$ cat config.mk
export PLATFORM = sky130hd
export DESIGN_NAME = vram_text_writer
export DESIGN_NICKNAME = d
export VERILOG_FILES = /design/src/rtl/vram_text_writer.sv
export SDC_FILE = /design/constraint.sdc
export NUM_CORES = 1
export LEC_CHECK = 0
export BUFFER_PORTS_ARGS = -buffer_cell sky130_fd_sc_hd__buf_2
export CAP_MARGIN = 20
export CORE_MARGIN = 2
export CORE_UTILIZATION = 60
export CTS_CLUSTER_DIAMETER = 50
export DETAILED_ROUTE_END_ITERATION = 8
export MAX_ROUTING_LAYER = met4
export PLACE_DENSITY = 0.88
export SKIP_CTS_REPAIR_TIMING = 1
export SYNTH_ARGS = -nofsm -noshare
export SYNTH_HDL_FRONTEND = slang
export SYNTH_SLANG_ARGS = --single-unit
$ cat constraint.sdc
create_clock -name system_clock -period 3.1 [get_ports system_clock]
set_clock_uncertainty 0.2 [all_clocks]
set_input_delay 0.62 -clock system_clock [delete_from_list [all_inputs] [get_ports system_clock]]
set_output_delay 0.62 -clock system_clock [all_outputs]
set_load 0.05 [all_outputs]
$ cat src/rtl/vram_text_writer.sv
// -----------------------------------------------------------------------------
// vram_text_writer
//
// Producer side of the text video RAM. Accepts a byte stream of characters on a
// valid/ready handshake and turns it into VRAM write cycles (one cell per
// cycle) at cell address row*COLS+col. Maintains a cursor, interprets control
// characters (BS, LF, FF, CR), wraps lines and blanks every newly entered row.
// The screen never scrolls: it wraps from the last row back to the top row.
//
// Optional feature (compile-time macro VRAM_TEXT_WRITER_HEX_EN):
//   adds input hex_mode. When set at the transfer edge the byte (control codes
//   included) is rendered as three cells: upper nibble, lower nibble, BLANK.
//
// Ports:
//   system_clock   in   1   sole clock
//   reset          in   1   synchronous, active-high
//   char_data      in   8   input byte
//   char_valid     in   1   char_data valid
//   hex_mode       in   1   render byte as hex (only with VRAM_TEXT_WRITER_HEX_EN)
//   char_ready     out  1   block can accept a byte this cycle
//   write_enable   out  1   VRAM write strobe, one cell per cycle
//   write_address  out  12  VRAM cell address
//   data           out  8   VRAM write data
//   cursor_col     out  7   current column
//   cursor_row     out  5   current row
//   busy           out  1   clear in progress
// -----------------------------------------------------------------------------
module vram_text_writer #(
    parameter int         COLS  = 80,
    parameter int         ROWS  = 30,
    parameter logic [7:0] BLANK = 8'h20
) (
    input  logic        system_clock,
    input  logic        reset,
    input  logic [7:0]  char_data,
    input  logic        char_valid,
`ifdef VRAM_TEXT_WRITER_HEX_EN
    input  logic        hex_mode,
`endif
    output logic        char_ready,
    output logic        write_enable,
    output logic [11:0] write_address,
    output logic [7:0]  data,
    output logic [6:0]  cursor_col,
    output logic [4:0]  cursor_row,
    output logic        busy
);

    localparam logic [12:0] TOTAL_CELLS = 13'(COLS * ROWS);
    localparam logic [12:0] LINE_CELLS  = 13'(COLS);
    localparam logic [11:0] ROW_STRIDE  = 12'(COLS);
    localparam logic [6:0]  LAST_COL    = 7'(COLS - 1);
    localparam logic [4:0]  LAST_ROW    = 5'(ROWS - 1);

    typedef enum logic [1:0] {
        CLEAR_ALL  = 2'd0,
        IDLE       = 2'd1,
        CLEAR_LINE = 2'd2,
        HEX_OUT    = 2'd3
    } state_t;

    state_t      state_q;
    logic        we_q;
    logic [11:0] addr_q;
    logic [7:0]  data_q;
    logic [6:0]  col_q;
    logic [4:0]  row_q;
    logic [11:0] base_q;      // row_q * COLS, tracked incrementally
    logic        busy_q;
    logic        ready_q;
    logic [12:0] cnt_q;       // clear progress: cell index within screen or line

`ifdef VRAM_TEXT_WRITER_HEX_EN
    logic [7:0]  hex_byte_q;
    logic [1:0]  hex_idx_q;   // next cell to emit: 1 = low nibble, 2 = blank, 3 = done
    logic        hex_pend_q;  // a hex rendering is in flight; CLEAR_LINE returns to it

    function automatic logic [7:0] hex_digit(input logic [3:0] nib);
        if (nib < 4'd10) begin
            return 8'h30 + {4'd0, nib};
        end
        return 8'h37 + {4'd0, nib};
    endfunction
`endif

    // Combinational helpers derived from the current cursor.
    logic        accept_d;
    logic        ctrl_d;
    logic [11:0] cur_addr_d;
    logic [4:0]  row_inc_d;
    logic [11:0] base_inc_d;
    logic        put_cell_d;   // a character cell is written at the cursor this edge
    logic [7:0]  cell_code_d;

    always_comb begin
        accept_d    = char_valid && ready_q;
        ctrl_d      = (char_data == 8'h08) || (char_data == 8'h0A) ||
                      (char_data == 8'h0C) || (char_data == 8'h0D);
        cur_addr_d  = base_q + {5'd0, col_q};
        row_inc_d   = (row_q == LAST_ROW) ? 5'd0  : row_q + 5'd1;
        base_inc_d  = (row_q == LAST_ROW) ? 12'd0 : base_q + ROW_STRIDE;
        put_cell_d  = 1'b0;
        cell_code_d = char_data;
        case (state_q)
            IDLE: begin
                if (accept_d) begin
`ifdef VRAM_TEXT_WRITER_HEX_EN
                    if (hex_mode) begin
                        put_cell_d  = 1'b1;
                        cell_code_d = hex_digit(char_data[7:4]);
                    end else
`endif
                    if (!ctrl_d) begin
                        put_cell_d  = 1'b1;
                        cell_code_d = char_data;
                    end
                end
            end
`ifdef VRAM_TEXT_WRITER_HEX_EN
            HEX_OUT: begin
                if (hex_idx_q != 2'd3) begin
                    put_cell_d  = 1'b1;
                    cell_code_d = (hex_idx_q == 2'd1) ? hex_digit(hex_byte_q[3:0]) : BLANK;
                end
            end
`endif
            default: begin
            end
        endcase
    end

    always_ff @(posedge system_clock) begin
        if (reset) begin
            state_q    <= CLEAR_ALL;
            we_q       <= 1'b0;
            addr_q     <= 12'd0;
            data_q     <= 8'd0;
            col_q      <= 7'd0;
            row_q      <= 5'd0;
            base_q     <= 12'd0;
            busy_q     <= 1'b1;
            ready_q    <= 1'b0;
            cnt_q      <= 13'd0;
`ifdef VRAM_TEXT_WRITER_HEX_EN
            hex_byte_q <= 8'd0;
            hex_idx_q  <= 2'd0;
            hex_pend_q <= 1'b0;
`endif
        end else begin
            we_q <= 1'b0;
            case (state_q)
                CLEAR_ALL: begin
                    // One idle cycle after the last write before handing back to IDLE.
                    if (cnt_q == TOTAL_CELLS) begin
                        state_q <= IDLE;
                        busy_q  <= 1'b0;
                        ready_q <= 1'b1;
                        col_q   <= 7'd0;
                        row_q   <= 5'd0;
                        base_q  <= 12'd0;
                    end else begin
                        we_q   <= 1'b1;
                        addr_q <= cnt_q[11:0];
                        data_q <= BLANK;
                        cnt_q  <= cnt_q + 13'd1;
                    end
                end

                CLEAR_LINE: begin
                    if (cnt_q == LINE_CELLS) begin
                        busy_q <= 1'b0;
`ifdef VRAM_TEXT_WRITER_HEX_EN
                        if (hex_pend_q) begin
                            state_q <= HEX_OUT;
                        end else
`endif
                        begin
                            state_q <= IDLE;
                            ready_q <= 1'b1;
                        end
                    end else begin
                        we_q   <= 1'b1;
                        addr_q <= base_q + cnt_q[11:0];
                        data_q <= BLANK;
                        cnt_q  <= cnt_q + 13'd1;
                    end
                end

                IDLE: begin
                    if (accept_d) begin
`ifdef VRAM_TEXT_WRITER_HEX_EN
                        if (hex_mode) begin
                            hex_byte_q <= char_data;
                            hex_idx_q  <= 2'd1;
                            hex_pend_q <= 1'b1;
                            state_q    <= HEX_OUT;
                            ready_q    <= 1'b0;
                        end else
`endif
                        begin
                            case (char_data)
                                8'h0D: col_q <= 7'd0;
                                8'h0A: begin
                                    // The new row's first blank goes out on this edge,
                                    // so the line clear needs no extra cycle.
                                    col_q   <= 7'd0;
                                    row_q   <= row_inc_d;
                                    base_q  <= base_inc_d;
                                    we_q    <= 1'b1;
                                    addr_q  <= base_inc_d;
                                    data_q  <= BLANK;
                                    cnt_q   <= 13'd1;
                                    state_q <= CLEAR_LINE;
                                    busy_q  <= 1'b1;
                                    ready_q <= 1'b0;
                                end
                                8'h08: begin
                                    if (col_q != 7'd0) begin
                                        col_q <= col_q - 7'd1;
                                    end
                                end
                                8'h0C: begin
                                    col_q   <= 7'd0;
                                    row_q   <= 5'd0;
                                    base_q  <= 12'd0;
                                    we_q    <= 1'b1;
                                    addr_q  <= 12'd0;
                                    data_q  <= BLANK;
                                    cnt_q   <= 13'd1;
                                    state_q <= CLEAR_ALL;
                                    busy_q  <= 1'b1;
                                    ready_q <= 1'b0;
                                end
                                default: begin
                                    // Printable: written by the common cell path below.
                                end
                            endcase
                        end
                    end
                end

`ifdef VRAM_TEXT_WRITER_HEX_EN
                HEX_OUT: begin
                    if (hex_idx_q == 2'd3) begin
                        state_q    <= IDLE;
                        ready_q    <= 1'b1;
                        hex_pend_q <= 1'b0;
                    end else begin
                        hex_idx_q <= hex_idx_q + 2'd1;
                    end
                end
`endif

                default: begin
                    state_q <= CLEAR_ALL;
                    cnt_q   <= 13'd0;
                    busy_q  <= 1'b1;
                    ready_q <= 1'b0;
                end
            endcase

            // Common cell write: place the cell at the cursor and advance. A wrap
            // past the last column overrides the state chosen above and blanks the
            // newly entered row before anything else is written.
            if (put_cell_d) begin
                we_q   <= 1'b1;
                addr_q <= cur_addr_d;
                data_q <= cell_code_d;
                if (col_q == LAST_COL) begin
                    col_q   <= 7'd0;
                    row_q   <= row_inc_d;
                    base_q  <= base_inc_d;
                    cnt_q   <= 13'd0;
                    state_q <= CLEAR_LINE;
                    busy_q  <= 1'b1;
                    ready_q <= 1'b0;
                end else begin
                    col_q <= col_q + 7'd1;
                end
            end
        end
    end

    // ready is registered; the reset gate keeps it low in the very cycle reset rises.
    assign char_ready    = ready_q && !reset;
    assign write_enable  = we_q;
    assign write_address = addr_q;
    assign data          = data_q;
    assign cursor_col    = col_q;
    assign cursor_row    = row_q;
    assign busy          = busy_q;

endmodule

==> results of run 1 <==
## path summary, 6_finish.rpt
| check | start | endpoint | cells after the start |
|---|---|---|---|
| min | data[4] | data[4] | 2 |
| max | cnt_q[0] | write_address[10] | 8 |
| max reg2reg | cnt_q[0] | write_address[10] | 8 |
| min reg2reg | data[4] | data[4] | 2 |
## cell type report
class	count	share of cell area (%)
clock buffer	11	2.83
clock inverter	4	1.31
inverter	21	1.47
multi-input combinational	497	60.6
sequential	62	23.2
tap	102	2.39
timing repair buffer	72	8.24
## synthesized netlist by cell type, types with 9 or more instances
master    instances  area, µm²
nor2_1           41        154
nand3_1          29        145
o21ai_0          50        250
clkbuf_1         29        109
a21oi_1          72        360
inv_1            20       75.1
ha_1             30        375
dfxtp_1          62       1240
and3_1           10       62.6
and2_1           11       68.8
xnor2_1          11       96.3
nor3_1           23        115
nor2b_1          10       62.6
nand2_1          37        139
a211oi_1         14        105
a22oi_1           9       67.6
## worst max-delay path: cells and delay by family (launching register included)
family	cells	cell delay, ps
DFF	1	420
AOI/OAI and AO/OA	6	1480
adders and majority gates	2	710
## stage by stage
| stage | hold slack [ps] | cell area (µm²) |
|---|---|---|
| after floorplan | 280 | 4690 |
| final | 278 | 5350 |
| after detailed placement | 272 | 5120 |
| after global placement | 256 | 5120 |
| after global routing | 304 | 5350 |
| after CTS | 282 | 5340 |
## per-layer routing
layer | track usage (%) | vias to the layer above
li1 | - | 2431
met1 | 46.0 | 2405
met2 | 56.0 | 290
met3 | 5.78 | 54
met4 | 14.7 | 0
met5 | - | -
## flip-flops by register name, indices dropped and copies added, names as in the netlist
name and flops:
ready_q 1, state_q 2, cursor_row 5, busy 1
cnt_q 13, write_address 12, write_enable 1, data 8
cursor_col 7, base_q 12
## power by group
group          internal, W  switching [W]
Sequential        0.000804      0.0000108
Combinational    0.0000334      0.0000685
Clock             0.000489       0.000334
Total              0.00133       0.000413
## logic make-up (layout without fill, tap and decap cells)
family | after synthesis | count (layout) | synth area share, %
AO/OA/AOI/OAI | 232 | 232 | 32.1
multiplexers | 3 | 3 | 0.667
buffers and inverters | 55 | 108 | 4.72
AND/OR/NAND/NOR | 214 | 214 | 24.2
XOR/XNOR | 16 | 16 | 2.99
adder cells (fa/ha/maj) | 32 | 32 | 8.86
flip-flops | 62 | 62 | 26.5
==> results.ini, run 1 <==
[final_layout]
drive_above_1_share_pct = 15.7
multi_input_area_mm2 = 0.00324
seqCellArea_mm2 = 0.00124
mostFrequentLayoutCells = a21oi_1, dfxtp_1, o21ai_0
n_antenna_cell = 0
fin_nets = 706
utilization_pct = 69.9
layout_commonest_cell = a21oi_1
syn_to_final_growth_pct = 14.1
final_cell_count_no_fill = 769
nFillCells = 640

[sta]
slew_headroom_pct = 44.8
maxSlewViolCount = 0
setup_slack_ps = 189
hold_viol = 0
grt_setup_unrepaired = no
fin_crit_sh_pct = 93.9
tns_ps = 0
period_minus_slack_ps = 2910
setup_viol = 0
tightest_slew_ps = 828
max_clock_freq_ghz = 0.343

[critical_path]
critical-path-max-stage-delay_ps = 420
crit_type = flop to flop
slowest_stage = dfxtp_1
endpoint_kind = flop
crit_chain = ha_1 -> fa_1 -> a21o_1 -> a211oi_2 -> o2111ai_1 -> a41oi_1 -> o22ai_1 -> a211oi_1
cp.arrival_ps = 2980
worstPathRequired_ps = 3170
crit_fanout = 8
startpoint_type = flop
r2r_slack_ps = 190

[placement]
dp_hpwl_um = 10700
io_buffers = 45
dpl_worst_slack_ps = 158
place_congestion = 1.01
placed_cells = 754

[synth]
yosysSeqAreaShare_pct = 26.5
syn-cell-area_mm2 = 0.00469
synth.distinct_cells = 74
synth_cells = 614
synth_ff_type = dfxtp_1
synthesis.nets = 657
yosys_warnings = 0
ys_seq_elements = 62
async_flop_share_pct = 0
avgSynthCellArea_um2 = 7.64
synth_edf_count = 0

[grt]
grt_pass1_vias = 4725
grt_first_pass_wirelength_um = 23800
grt_usage_pct = 35.7
antenna_found_initial = 0
grt-ovfl-total = 0
grt_max_degree = 26

[drt]
wl_met2_um = 6670
routed.top_layer = met4
vias = 5180
vias_per_cell = 6.74
routed_wl_um = 14500
ant_nets = 0
met3_length_um = 1300
drtIter0Drc = 613
wl_per_cell_um = 18.8
route.detailed.drc = 0
wirelength_met1_um = 6030
dr.pass1.iters = 7

[pwr]
power_w = 0.00174
leakage_nw = 2.19
vdd_drop_max_mv = 0.195
power.density_mw_per_mm2 = 325

[clock_tree]
clk_pin_slew_worst_paths_ps = 70
numCtsBuffers = 9
cts.sinks = 62
cts_tree = yes
insertion_delay_ps = 360
ctsHtreeMaxLevel = 3
cts_max_path_buffers = 2
ctsRootBufferMaster = clkbuf_8

[floorplan]
row_count = 32
dieArea_mm2 = 0.00854
start_util_pct = 61.3
io_pins = 46
die_w_um = 92.4
coreArea_mm2 = 0.00765
die_y_um = 92.4

[flow_run]
maxCapViolCount = 0

[min_path]
hp-class = flop to flop

[status]
status = complete, no violations

No activity file was read; power rests on OpenSTA's default activity.
==> inputs of run 2 (changes only) <==
==> constraint.sdc (replaced) <==
create_clock -name system_clock -period 3.3 [get_ports system_clock]
set_clock_uncertainty 0.2 [all_clocks]
set_input_delay 0.66 -clock system_clock [delete_from_list [all_inputs] [get_ports system_clock]]
set_output_delay 0.66 -clock system_clock [all_outputs]
set_load 0.05 [all_outputs]
==> results.ini, run 2 (synthesis results as in run 1) <==
[pwr]
power.density_mw_per_mm2 = 280
vdd_drop_max_mv = 0.187
leakage_nw = 2.11

[critical_path]
critical-path-max-stage-delay_ps = 500
startpoint_type = flop
slowest_stage = a211oi_1
crit_type = flop to flop
endpoint_kind = flop
crit_fanout = 8
r2r_end = write_address[6]
crit_path_start = cnt_q[0]
r2r_start = cnt_q[0]
cp.arrival_ps = 3120
worstPathRequired_ps = 3360
ff2ff_path_depth = 8
r2r_slack_ps = 240
crit_chain = ha_1 -> fa_1 -> a21o_1 -> a211oi_1 -> a222oi_1 -> o221ai_1 -> o211ai_1 -> a311oi_1

[flow_run]
maxCapViolCount = 0

[sta]
setup_viol = 0
fin_crit_sh_pct = 92.7
maxSlewViolCount = 0
max_clock_freq_ghz = 0.327
tns_ps = 0
hold_viol = 0
period_minus_slack_ps = 3060
tightest_slew_ps = 790
slew_headroom_pct = 47.3
fin_hold_ws_ps = 277
grt_setup_unrepaired = no

[grt]
grt_pass1_vias = 4727
grt_max_degree = 42
grt_usage_pct = 35.1
grt_first_pass_wirelength_um = 23400
antenna_found_initial = 0
grt-ovfl-total = 0

[placement]
place_area_mm2 = 0.00504
io_buffers = 45
dp_hpwl_um = 10300
place_congestion = 0.971

[clock_tree]
cts.sinks = 62
cts_tree = yes
insertion_delay_ps = 360
ctsHtreeMaxLevel = 3
numCtsBuffers = 9
ctsRootBufferMaster = clkbuf_8
clk_pin_slew_worst_paths_ps = 80
cts_max_path_buffers = 2

[floorplan]
row_count = 32
die_w_um = 92.4
die_y_um = 92.4
io_pins = 46
coreArea_mm2 = 0.00765
start_util_pct = 61.3
dieArea_mm2 = 0.00854

[final_layout]
fin_area_mm2 = 0.00521
mostFrequentLayoutCells = a21oi_1, dfxtp_1, o21ai_0
fin_nets = 697
largest_register_ffs = 13
drive_above_1_share_pct = 14.6
layout_commonest_cell = a21oi_1
n_antenna_cell = 0
largest-register = cnt_q
syn_to_final_growth_pct = 11.0

[drt]
vias_per_cell = 6.90
dr.pass1.iters = 8
route.detailed.drc = 0
wirelength_met1_um = 5850
ant_nets = 0
routed.top_layer = met4
wl_per_cell_um = 19.0
routed_wl_um = 14500
vias = 5252
wl_met2_um = 6590
drtIter0Drc = 602
met3_length_um = 1460

[min_path]
hp-start = write_address[7]
hp-class = flop to flop
hold_depth = 2
min_to = write_address[7]

[status]
status = complete, no violations

-- run 2: metal layers --
| layer | vias up | track usage [%] |
|---|---|---|
| li1 | 2423 | - |
| met1 | 2409 | 44.8 |
| met2 | 350 | 55.4 |
| met3 | 70 | 6.18 |
| met4 | 0 | 14.1 |
| met5 | - | - |
-- run 2: how the worst max path moves through the flow --
stage          cells after the start  slack [ps]           endpoint
4_1_cts                            8         300   write_address[6]
2_1_floorplan                      5         600  write_address[11]
5_1_grt                            8         190   write_address[6]
6_report                           8         240   write_address[6]
3_5_place_dp                       7         160      cursor_col[5]
3_3_place_gp                       7         210      cursor_col[0]
-- run 2: area by class of cell --
class / instances / area [µm²]
Multi-Input combinational cell: 497 / 3230
Sequential cell: 62 / 1240
Tap cell: 102 / 128
Timing Repair Buffer: 63 / 360
Inverter: 21 / 78.8
Clock inverter: 7 / 41.3
Clock buffer: 9 / 124
Fill cell: 642 / 2440
-- run 2: worst max-delay path: cells and delay by family, from the launching register on --
family	cells	cell delay, ps
DFF	1	420
AOI/OAI and AO/OA	6	1670
adders and majority gates	2	670
-- run 2: power by group --
| part | total [W] | switching, W | internal (W) |
|---|---|---|---|
| logic | 0.0000903 | 0.0000608 | 0.0000295 |
| registers | 0.000767 | 0.0000113 | 0.000755 |
| clock network | 0.000600 | 0.000333 | 0.000266 |
-- run 2: stage by stage --
step	total power [W]	setup slack [ps]	util (%)	cells
after global placement	0.000869	212	65.9	745
after global routing	0.00150	194	68.1	761
after floorplan	0.000842	602	-	614
final	0.00146	240	68.1	761
after CTS	0.00146	301	68.1	761
after detailed placement	0.000871	156	65.9	745
==> inputs of run 3 (changes only) <==
--- a/config.mk
+++ b/config.mk
@@ -7,6 +7,7 @@
 export LEC_CHECK = 0
 export BUFFER_PORTS_ARGS = -buffer_cell sky130_fd_sc_hd__buf_2
 export CAP_MARGIN = 20
+export CORE_ASPECT_RATIO = 1.5
 export CORE_MARGIN = 2
 export CORE_UTILIZATION = 60
 export CTS_CLUSTER_DIAMETER = 50
==> results.ini, run 3 (synthesis results as in run 1) <==
[grt]
grt_pass1_vias = 5038
grt_usage_pct = 35.9
grt_max_degree = 31
grt-ovfl-total = 0
antenna_found_initial = 0
grt_first_pass_wirelength_um = 24100

[min_path]
hp-class = flop to flop

[placement]
io_buffers = 45
place_congestion = 0.979
dp_hpwl_um = 10800
placed_cells = 748

[critical_path]
crit_fanout = 8
critical-path-max-stage-delay_ps = 450
crit_type = flop to flop
slowest_stage = a211oi_1
cp.arrival_ps = 3020
startpoint_type = flop
crit_path_frequent_cell = a211oi_1
endpoint_kind = flop
crit_chain = ha_1 -> fa_1 -> a21o_1 -> a211oi_1 -> o2111ai_1 -> a41oi_1 -> o22ai_1 -> a211oi_1
worstPathRequired_ps = 3340

[pwr]
pwr-share-comb_pct = 5.0
vdd_drop_max_mv = 0.398
switching_share_pct = 21.5
power_w = 0.00193
p_sw_w = 0.000414
seqPwrFrac_pct = 39.8
leakage_nw = 2.20
power.density_mw_per_mm2 = 357
intPower_w = 0.00151
power.share.clock_pct = 55.2

[floorplan]
coreArea_mm2 = 0.00761
io_pins = 46
dieArea_mm2 = 0.00855
die_y_um = 112
row_count = 39
die_w_um = 76.2
start_util_pct = 61.6

[clock_tree]
cts_max_path_buffers = 2
clk_pin_slew_worst_paths_ps = 60
insertion_delay_ps = 330
cts_tree = yes
ctsRootBufferMaster = clkbuf_16
ctsHtreeMaxLevel = 3
numCtsBuffers = 9
cts.sinks = 62

[final_layout]
drive_above_1_share_pct = 14.8
largest_register_ffs = 13
utilization_pct = 70.9
layout_commonest_cell = a21oi_1
fin_nets = 700
multi_input_area_mm2 = 0.00323
nFillCells = 634
seqCellArea_mm2 = 0.00124
final_cell_count_no_fill = 764
syn_to_final_growth_pct = 15.2
mostFrequentLayoutCells = a21oi_1, dfxtp_1, o21ai_0
n_antenna_cell = 0
largest-register = cnt_q

[status]
status = complete, no violations

[sta]
tns_ps = 0
maxSlewViolCount = 0
tightest_slew_ps = 793
setup_viol = 0
slew_headroom_pct = 47.1
max_clock_freq_ghz = 0.335
grt_setup_unrepaired = no
hold_viol = 0
fin_crit_sh_pct = 90.5
period_minus_slack_ps = 2990

[flow_run]
maxCapViolCount = 0

[drt]
ant_nets = 0
route.detailed.drc = 0
vias = 5212
drtIter0Drc = 514
routed_wl_um = 14600
dr.pass1.iters = 5
vias_per_cell = 6.82
wl_per_cell_um = 19.1

-- run 3: changes by cell type in the layout (fill, tap and decap cells not counted), sizes merged --
cell | previous run | this run
clkinv | 7 | 2
clkbuf | 9 | 13
buf | 63 | 66
bufinv | 0 | 2
clkinvlp | 1 | 0
-- run 3: critical path: cells and delay by family (launching register included) --
family,cells,cell delay [ps]
AOI/OAI and AO/OA,6,1590
adders and majority gates,2,690
DFF,1,410
-- run 3: metal layers --
metal | vias up | routed length (µm) | track usage, %
met4 | 0 | 1110 | 27.8
met2 | 291 | 6960 | 59.2
li1 | 2420 | - | -
met5 | - | 0 | -
met3 | 91 | 1070 | 5.47
met1 | 2410 | 5430 | 38.5
-- run 3: through the flow --
stage / hold slack [ps] / area [µm²] / setup slack [ps]
floorplan: 280 / 4690 / 602
CTS: 273 / 5400 / 357
finish: 272 / 5400 / 315
global placement: 255 / 5060 / 321
detailed placement: 266 / 5060 / 247
global route: 297 / 5400 / 143
-- run 3: final timing paths --
check	cells past startpoint	startpoint	slack (ps)	endpoint
min reg2reg	2	data[0]	270	data[0]
max	8	cnt_q[0]	310	write_address[10]
max reg2reg	8	cnt_q[0]	310	write_address[10]
min	2	data[0]	270	data[0]
-- run 3: layout make-up --
cell class                 count  area share (%)
inverter                      21            1.46
timing repair buffer          66            7.09
sequential                    62            23.0
clock buffer                  13            5.01
clock inverter                 3            1.21
tap                          102            2.36
multi-input combinational    497            59.9
-- run 3: power groups by stage --
stage,combinational [W],clock (W),sequential [W]
after floorplan,0.0000452,0,0.000796
after global placement,0.0000911,0,0.000781
after detailed placement,0.0000943,0,0.000781
after CTS,0.0000945,0.00107,0.000765
after global routing,0.000104,0.00110,0.000766
final,0.0000960,0.00106,0.000766
